[src/rtl/uart_tx_fifo.sv]
// uart_tx_fifo: byte FIFO feeding an 8N1 UART transmitter
module uart_tx_fifo #(
    parameter int CLK_FREQ   = 50000000,
    parameter int UART_BPS   = 115200,
    parameter int FIFO_DEPTH = 16
) (
    input  logic                          clk,
    input  logic                          rst,
    input  logic                          tx_wr,
    input  logic [7:0]                    tx_data,
    output logic                          tx_full,
    output logic [$clog2(FIFO_DEPTH):0]   tx_count,
    output logic                          tx_overflow,
    output logic                          uart_tx_busy,
    output logic                          uart_txd
);
    localparam int BAUD_CNT = CLK_FREQ / UART_BPS;
    localparam int AW = $clog2(FIFO_DEPTH);
    localparam int BW = $clog2(BAUD_CNT + 1);
    localparam logic [1:0] IDLE = 2'd0, START = 2'd1, DATA = 2'd2, STOP = 2'd3;
    logic [1:0]    state;
    logic [7:0]    mem [FIFO_DEPTH];
    logic [AW-1:0] wr_ptr, rd_ptr;
    logic [BW-1:0] baud_cnt;
    logic [2:0]    bit_idx;
    logic [7:0]    shreg;
    logic          wr_ok, baud_end, pop;
    assign tx_full      = tx_count == (AW+1)'(FIFO_DEPTH);
    assign wr_ok        = tx_wr && !tx_full;
    assign baud_end     = baud_cnt == BW'(BAUD_CNT - 1);
    // a pop happens from IDLE or at the last clock of STOP, so frames run back-to-back
    assign pop          = tx_count != '0 && (state == IDLE || (state == STOP && baud_end));
    assign uart_tx_busy = state != IDLE;
    // storage array carries no reset; only pointers and count define its contents
    always_ff @(posedge clk)
        if (wr_ok) mem[wr_ptr] <= tx_data;
    // circular-buffer pointers, occupancy and the dropped-write pulse
    always_ff @(posedge clk or posedge rst) begin
        if (rst) begin
            wr_ptr      <= '0;
            rd_ptr      <= '0;
            tx_count    <= '0;
            tx_overflow <= 1'b0;
        end else begin
            if (wr_ok) wr_ptr <= wr_ptr + 1'b1;
            if (pop) rd_ptr <= rd_ptr + 1'b1;
            tx_count    <= tx_count + (AW+1)'(wr_ok) - (AW+1)'(pop);
            tx_overflow <= tx_wr && tx_full;
        end
    end
    // frame sequencer: baud timing, bit index and the registered serial line
    always_ff @(posedge clk or posedge rst) begin
        if (rst) begin
            state    <= IDLE;
            baud_cnt <= '0;
            bit_idx  <= '0;
            shreg    <= '0;
            uart_txd <= 1'b1;
        end else begin
            baud_cnt <= (state == IDLE || baud_end) ? '0 : baud_cnt + 1'b1;
            if (pop) begin
                state    <= START;
                shreg    <= mem[rd_ptr];
                uart_txd <= 1'b0;
            end else if (baud_end && state == START) begin
                state    <= DATA;
                bit_idx  <= '0;
                uart_txd <= shreg[0];
            end else if (baud_end && state == DATA) begin
                state    <= bit_idx == 3'd7 ? STOP : DATA;
                bit_idx  <= bit_idx + 3'd1;
                uart_txd <= bit_idx == 3'd7 ? 1'b1 : shreg[bit_idx + 3'd1];
            end else if (baud_end && state == STOP) begin
                state    <= IDLE;
            end
        end
    end
endmodule

[config.mk]
export PLATFORM = sky130hd
export DESIGN_NAME = uart_tx_fifo
export DESIGN_NICKNAME = d
export VERILOG_FILES = /design/src/rtl/uart_tx_fifo.sv
export SDC_FILE = /design/constraint.sdc
export NUM_CORES = 1
export LEC_CHECK = 0
export CAP_MARGIN = 20
export CORE_ASPECT_RATIO = 1.2
export CORE_MARGIN = 5
export CORE_UTILIZATION = 35
export CTS_BUF_LIST = sky130_fd_sc_hd__clkbuf_4
export DETAILED_ROUTE_END_ITERATION = 8
export GPL_TIMING_DRIVEN = 0
export PLACE_DENSITY = 0.62
export SKIP_LAST_GASP = 1
export SYNTH_ARGS = -nofsm -noshare
export SYNTH_HDL_FRONTEND = slang
export SYNTH_SLANG_ARGS = --single-unit
[constraint.sdc]
create_clock -name clk -period 3.4 [get_ports clk]
set_input_delay 0.34 -clock clk [delete_from_list [all_inputs] [get_ports clk]]
set_output_delay 0.34 -clock clk [all_outputs]
set_load 0.02 [all_outputs]
# After elaboration in Yosys (flattened, before gate mapping)
# Memories as Yosys holds them, arrays and structs flattened. A register that Yosys moved wholly into a read port is not among the register bits.
# Cells that the tools add are included.
[classes] reduce_logical=16 add_sub_neg=6 n_eq_ne=6 magnitude_cmp=1 mux=16 bitwise_logic=1
[ops] op="$add 9x1->9 const B" count=1
[ops] op="$eq 9x9->1 const B" count=1
[ops] op="$mux 9" count=1
[ops] op="$add 4x1->4 const B" count=2
[ops] op="$mux 1" count=8
[ops] op="$mux 2" count=4
[ops] op="$logic_and 1x1->1" count=6
[ops] op="$mux 3" count=2
[ops] op="$add 5x1->5" count=1
[ops] op="$eq 5x5->1 const B" count=1
[ops] op="$reduce_bool 5->1" count=1
[ops] op="$sub 5x1->5" count=1
[ops] op="$eq 2x2->1 const B" count=2
[ops] op="$lt 3x4->1 const B" count=1
[ops] op="$reduce_bool 2->1" count=2
[ops] op="$reduce_bool 4->1" count=1
[ops] op="$add 3x1->3 const B" count=1
[ops] op="$bmux 1 s3" count=1
[ops] op="$eq 3x3->1 const B" count=1
[ops] op="$reduce_bool 3->1" count=1
[ops] op="$eq 2x1->1 const B" count=1
[ops] op="$logic_not 2->1" count=1
[ops] op="$logic_or 1x1->1" count=2
[ops] op="$reduce_and 2->1" count=1
[ops] op="2 further kinds" count=2
[totals] out_inout_bits=9 ram_bits=128 ff_bits=29 in_bits=11 wordCells=55 mem_count=1
[memory_table] name="mem" words=16 word_bits=8 rd=1 rd_clocked_by_memory_dff=1 write_ports=1 line="22" rtl="logic [7:0] mem [FIFO_DEPTH];"

# Logic depth before layout (Yosys ltp)
[logic_depth] depth_word=7 depth_mapped=14

# Worst setup path before layout
# No wires, ideal clock.
[synth_path] path_type="flip-flop to flip-flop" startpoint="register tx_count[2]" endpoint="register tx_count[4]" n_path_buf=1 arrival_time_ns=2.491 setup_time_ns=0.080 path_stages_with_launch=14 required_time_ns=3.320 slack_ns=0.830 cell_sequence="dfrtp_1 -> inv_1 -> ha_1 -> and4bb_2 -> nor2b_1 -> buf_2 -> xor2_1 -> ha_1 -> inv_1 -> fa_1 -> inv_1 -> a21oi_1 -> o21bai_1 -> xnor2_1"
[synth_between] elab_chain_cells=5 elab_cells_between_ends=7
[synth_lines] element="from (decl)" line="12" rtl="output logic [$clog2(FIFO_DEPTH):0] tx_count,"
[synth_lines] element="from (signal assigned)" line="47" rtl="tx_count <= tx_count + (AW+1)'(wr_ok) - (AW+1)'(pop);"
[synth_lines] element="$eq 5x5->1" line="28" rtl="assign tx_full = tx_count == (AW+1)'(FIFO_DEPTH);"
[synth_lines] element="net tx_full" line="11" rtl="output logic tx_full,"
[synth_lines] element="$logic_not 1->1" line="29" rtl="assign wr_ok = tx_wr && !tx_full;"
[synth_lines] element="$logic_and 1x1->1" line="29"
[synth_lines] element="$add 5x1->5" line="47"
[synth_lines] element="$sub 5x1->5" line="47"
# The timed path passes the listed nets, and every way through them passes these cells.
# A chain may end at the register's enable or synchronous reset.

# Worst setup path after layout
[layout_path] startpoint="register baud_cnt[1]" endpoint="register tx_count[4]"
[layout_between] elab_chain_cells=5
[layout_lines] element="from (decl)" line="24" rtl="logic [BW-1:0] baud_cnt;"
[layout_lines] element="from (signal assigned)" line="60" rtl="baud_cnt <= (state == IDLE || baud_end) ? '0 : baud_cnt + 1'b1;"
[layout_lines] element="$eq 9x9->1" line="30" rtl="assign baud_end = baud_cnt == BW'(BAUD_CNT - 1);"
[layout_lines] element="$logic_and 1x1->1" line="32" rtl="assign pop = tx_count != '0 && (state == IDLE || (state == STOP && baud_end));"
[layout_lines] element="$logic_or 1x1->1" line="32"
[layout_lines] element="$logic_and 1x1->1" line="32"
[layout_lines] element="$sub 5x1->5" line="47"
# No other way between the ends.

==> key figures <==
Floorplan
  – Die Y-Extent: 165 microns
  – Starting Density: a little over a third
  – # rows: 56
  – Die area: 22900 sq um
  – Ports: 20
  – Core Area: 19500 sq um
  – Die Span X: 139 microns

Clock network
  – H-tree levels: 4
  – Clock-pin slew on the worst setup and hold paths: around 0.13 ns
  – Maximum buffer depth of the clock tree: 2
  – Post-CTS setup buffers: 0
  – Clk_lat worst skew: between 0.5 and 0.6 ns
  – Post_cts resized: 0
  – CTS root buf: clkbuf_4
  – Hold_buf cts: 0
  – Clock sinks: 165
  – CTS tree: done
  – Total CTS buffers: 17

Status
  – Status: finished clean

Yosys
  – Xor/xnor share of the synthesized area: 2.39%
  – Post-Syn Area: 6970 sq um
  – Post-Synthesis Cells: ~400
  – Syn Area/Cell: 17.9 sq um
  – Mux cell area share after synthesis: between 10% and 20%
  – Post-Syn Nets: roughly 420
  – Most used DFF post-synth: edfxtp_1
  – Compound-cell area share of the yosys netlist: 2.17%
  – Sequential fraction of the synthesis area: between 60% and 70%
  – Register bit total from synthesis: between 150 and 200
  – Post-Synth Adder-Cell Area: 2.80%
  – Number of synthesized flops with an enable pin: ~130
  – Netlist cell types: 49
  – Largest family of logic cells by synthesized area: multiplexers
  – Simple-gate portion of the synthesized area: 5.67%
  – YS warnings: 0
  – Post-synth ARST share: 22.4%

Place
  – Final Wtd Congestion: 0.778
  – IO Port Bufs: 19
  – Pre-CTS setup slack: 0.482 ns
  – HPWL after detailed placement: between 9000 and 10000 microns
  – Placed cell count: ~670

Critical path
  – FF-to-FF End: tx_count[4]
  – CP Max Fanout: 10
  – WP data required: 3.87 ns
  – Crit path capture: tx_count[4]
  – Critical Path End Type: register
  – R2R Setup Slk: 0.50 ns
  – Setup Crit Path Kind: reg -> reg
  – Reg2reg path depth: 14
  – Critical Path AT: 3.37 ns
  – Worst Setup SP: baud_cnt[1]
  – Worst R2R Start: baud_cnt[1]
  – Nature of the critical path startpoint: register

Detailed routing
  – Drt pass-1 iters: 4
  – WL/cell: 19.1 microns
  – 1st-iter DRT viols: 264
  – WL final: 13500 microns
  – DR DRC count: 0
  – Vias: 3486
  – Final antenna-violating net count: 0
  – Vias per cell: 4.93

Finish
  – Area Growth Syn to Fin: 12.0%
  – Layout cells sized above 1: 21.8%
  – Post-Layout Cell Count: 707
  – Nets@finish: roughly 460
  – Most frequent cells in the layout: 128 x edfxtp_1, 36 x dfrtp_1, 34 x mux4_2
  – Commonest non-fill, non-tap cell in the layout: edfxtp_1

Power
  – Peak supply drop: 363 uV
  – Seq pwr share: 57.0%
  – Power Density: 557 nW/um^2
  – Switching Fraction: 27.8%
  – Logic pwr share: between 10% and 20%
  – P_leak: around 2.6 nW
  – Clk pwr share: 26.8%
  – Sw power: 1.21 mW
  – Internal: 3.14 mW

STA
  – Slew margin rel.: 42.7%
  – Tmin final: 2.90 ns
  – Measured slew at the worst slew-check pin: 0.856 ns
  – Hold_ws: 0.249 ns
  – Fin Setup TNS: 0 ns
  – RSZ-0062 raised after global routing: false
  – Final setup fails: 0
  – Period utilisation layout: 85.3%
  – Max-slew violation count: 0
  – Fin. Hold Viols: 0
  – Final worst slack: about 0.50 ns
  – Max frequency: between 300 and 400 MHz
  – Setup Skew: 0.0197 ns

Run
  – Max-cap violations: 0

Global routing
  – Global Route Usage Sum: 12.5%
  – Vias in the first global route: 3835
  – First-pass GRT wire length: 21600 microns
  – Initial antenna violation count: 1
  – Overflow after GRT: 0
  – Largest net degree at the start of global routing: 38

Hold path
  – Worst hold path type: in -> async
==> cell usage after synthesis, drive strengths merged, types with 3 or more instances <==
library cell	instances	area (sq um)
nand3	5	25.0
a21oi	5	36.3
o21ai	5	25.0
nor3	6	30.0
nor2b	3	18.8
nand4	5	37.5
mux2	9	128
edfxtp	128	3840
buf	11	97.6
xnor2	11	96.3
clkbuf	5	22.5
inv	13	48.8
nand2b	3	18.8
nor2	27	101
nand2	15	56.3
xor2	8	70.1
ha	14	175
mux2i	23	230
mux4	34	766
dfrtp	36	901
==> logic make-up (layout without fill, tap and decap cells) <==
| kind of cell | count (synthesis) | count (layout) |
|---|---|---|
| AOI/OAI and AO/OA | 21 | 21 |
| xor gates and xnor gates | 19 | 19 |
| adders and majority gates | 15 | 15 |
| buffers and inverters | 29 | 84 |
| DFF | 165 | 165 |
| muxes | 66 | 66 |
| other | 0 | 1 |
| and+or+nand+nor | 75 | 75 |
==> sequential cells by signal (all words and copies together), names as in the netlist <==
signal       cells
tx_count         5
tx_overflow      1
state            2
wr_ptr           4
bit_idx          3
rd_ptr           4
uart_txd         1
mem            128
shreg            8
baud_cnt         9
==> layer usage <==
| metal | up-vias | GRT usage (%) | routed length (microns) |
|---|---|---|---|
| li1 | 1596 | - | - |
| met4 | 0 | 4.36 | 229 |
| met3 | 13 | 3.19 | 639 |
| met1 | 1791 | 15.4 | 5630 |
| met2 | 86 | 21.6 | 7020 |
| met5 | - | 0 | 0 |
==> how the worst min path moves through the flow <==
stage                     start  slack (ns)  cells past startpoint          end
finish                      rst        0.25                      2  tx_count[4]
global route                rst        0.28                      2   bit_idx[1]
CTS                         rst        0.24                      2  tx_count[4]
detailed placement     shreg[5]        0.50                      1     shreg[5]
global placement    baud_cnt[0]        0.49                      1  baud_cnt[0]
floorplan            tx_data[0]        0.44                      0    mem[0][0]
==> cell type report <==
cell class / count / area (sq um)
repair buffers: 23 / 220
inverters: 13 / 48.8
flip-flops and latches: 165 / 4770
plain buffers: 16 / 120
multi-input cells: 196 / 2030
diodes: 1 / 2.50
clock inverters: 13 / 146
fillers: 1769 / 11700
clock buffers: 19 / 143
well taps: 261 / 327
==> power by group through the flow <==
stage               combinational (mW)  clock (mW)  sequential [mW]
detailed placement               0.718           0             2.53
finish                           0.705        1.17             2.48
floorplan                        0.427           0             2.54
global route                     0.788        1.28             2.50
global placement                 0.684           0             2.51
CTS                              0.722        1.20             2.49
==> metrics by stage <==
stage | utilization (%) | total power [mW] | instance area [sq um]
6_report | 40.0 | 4.35 | 7810
5_1_grt | 40.0 | 4.58 | 7810
4_1_cts | 39.9 | 4.41 | 7810
3_5_place_dp | 38.5 | 3.25 | 7520
3_3_place_gp | 38.3 | 3.20 | 7490
2_1_floorplan | - | 2.97 | 6970
==> critical path, cell delays in order, from the launching register on <==
cell,delay [ns]
dfrtp_1,0.43
inv_1,0.07
ha_1,0.16
and4b_1,0.27
nand4_2,0.20
a21oi_4,0.28
buf_6,0.20
xor2_1,0.16
ha_1,0.19
inv_1,0.05
fa_1,0.40
inv_1,0.07
a21oi_1,0.05
o21bai_1,0.16
xnor2_1,0.14
Power figures use the tool's default switching activity.
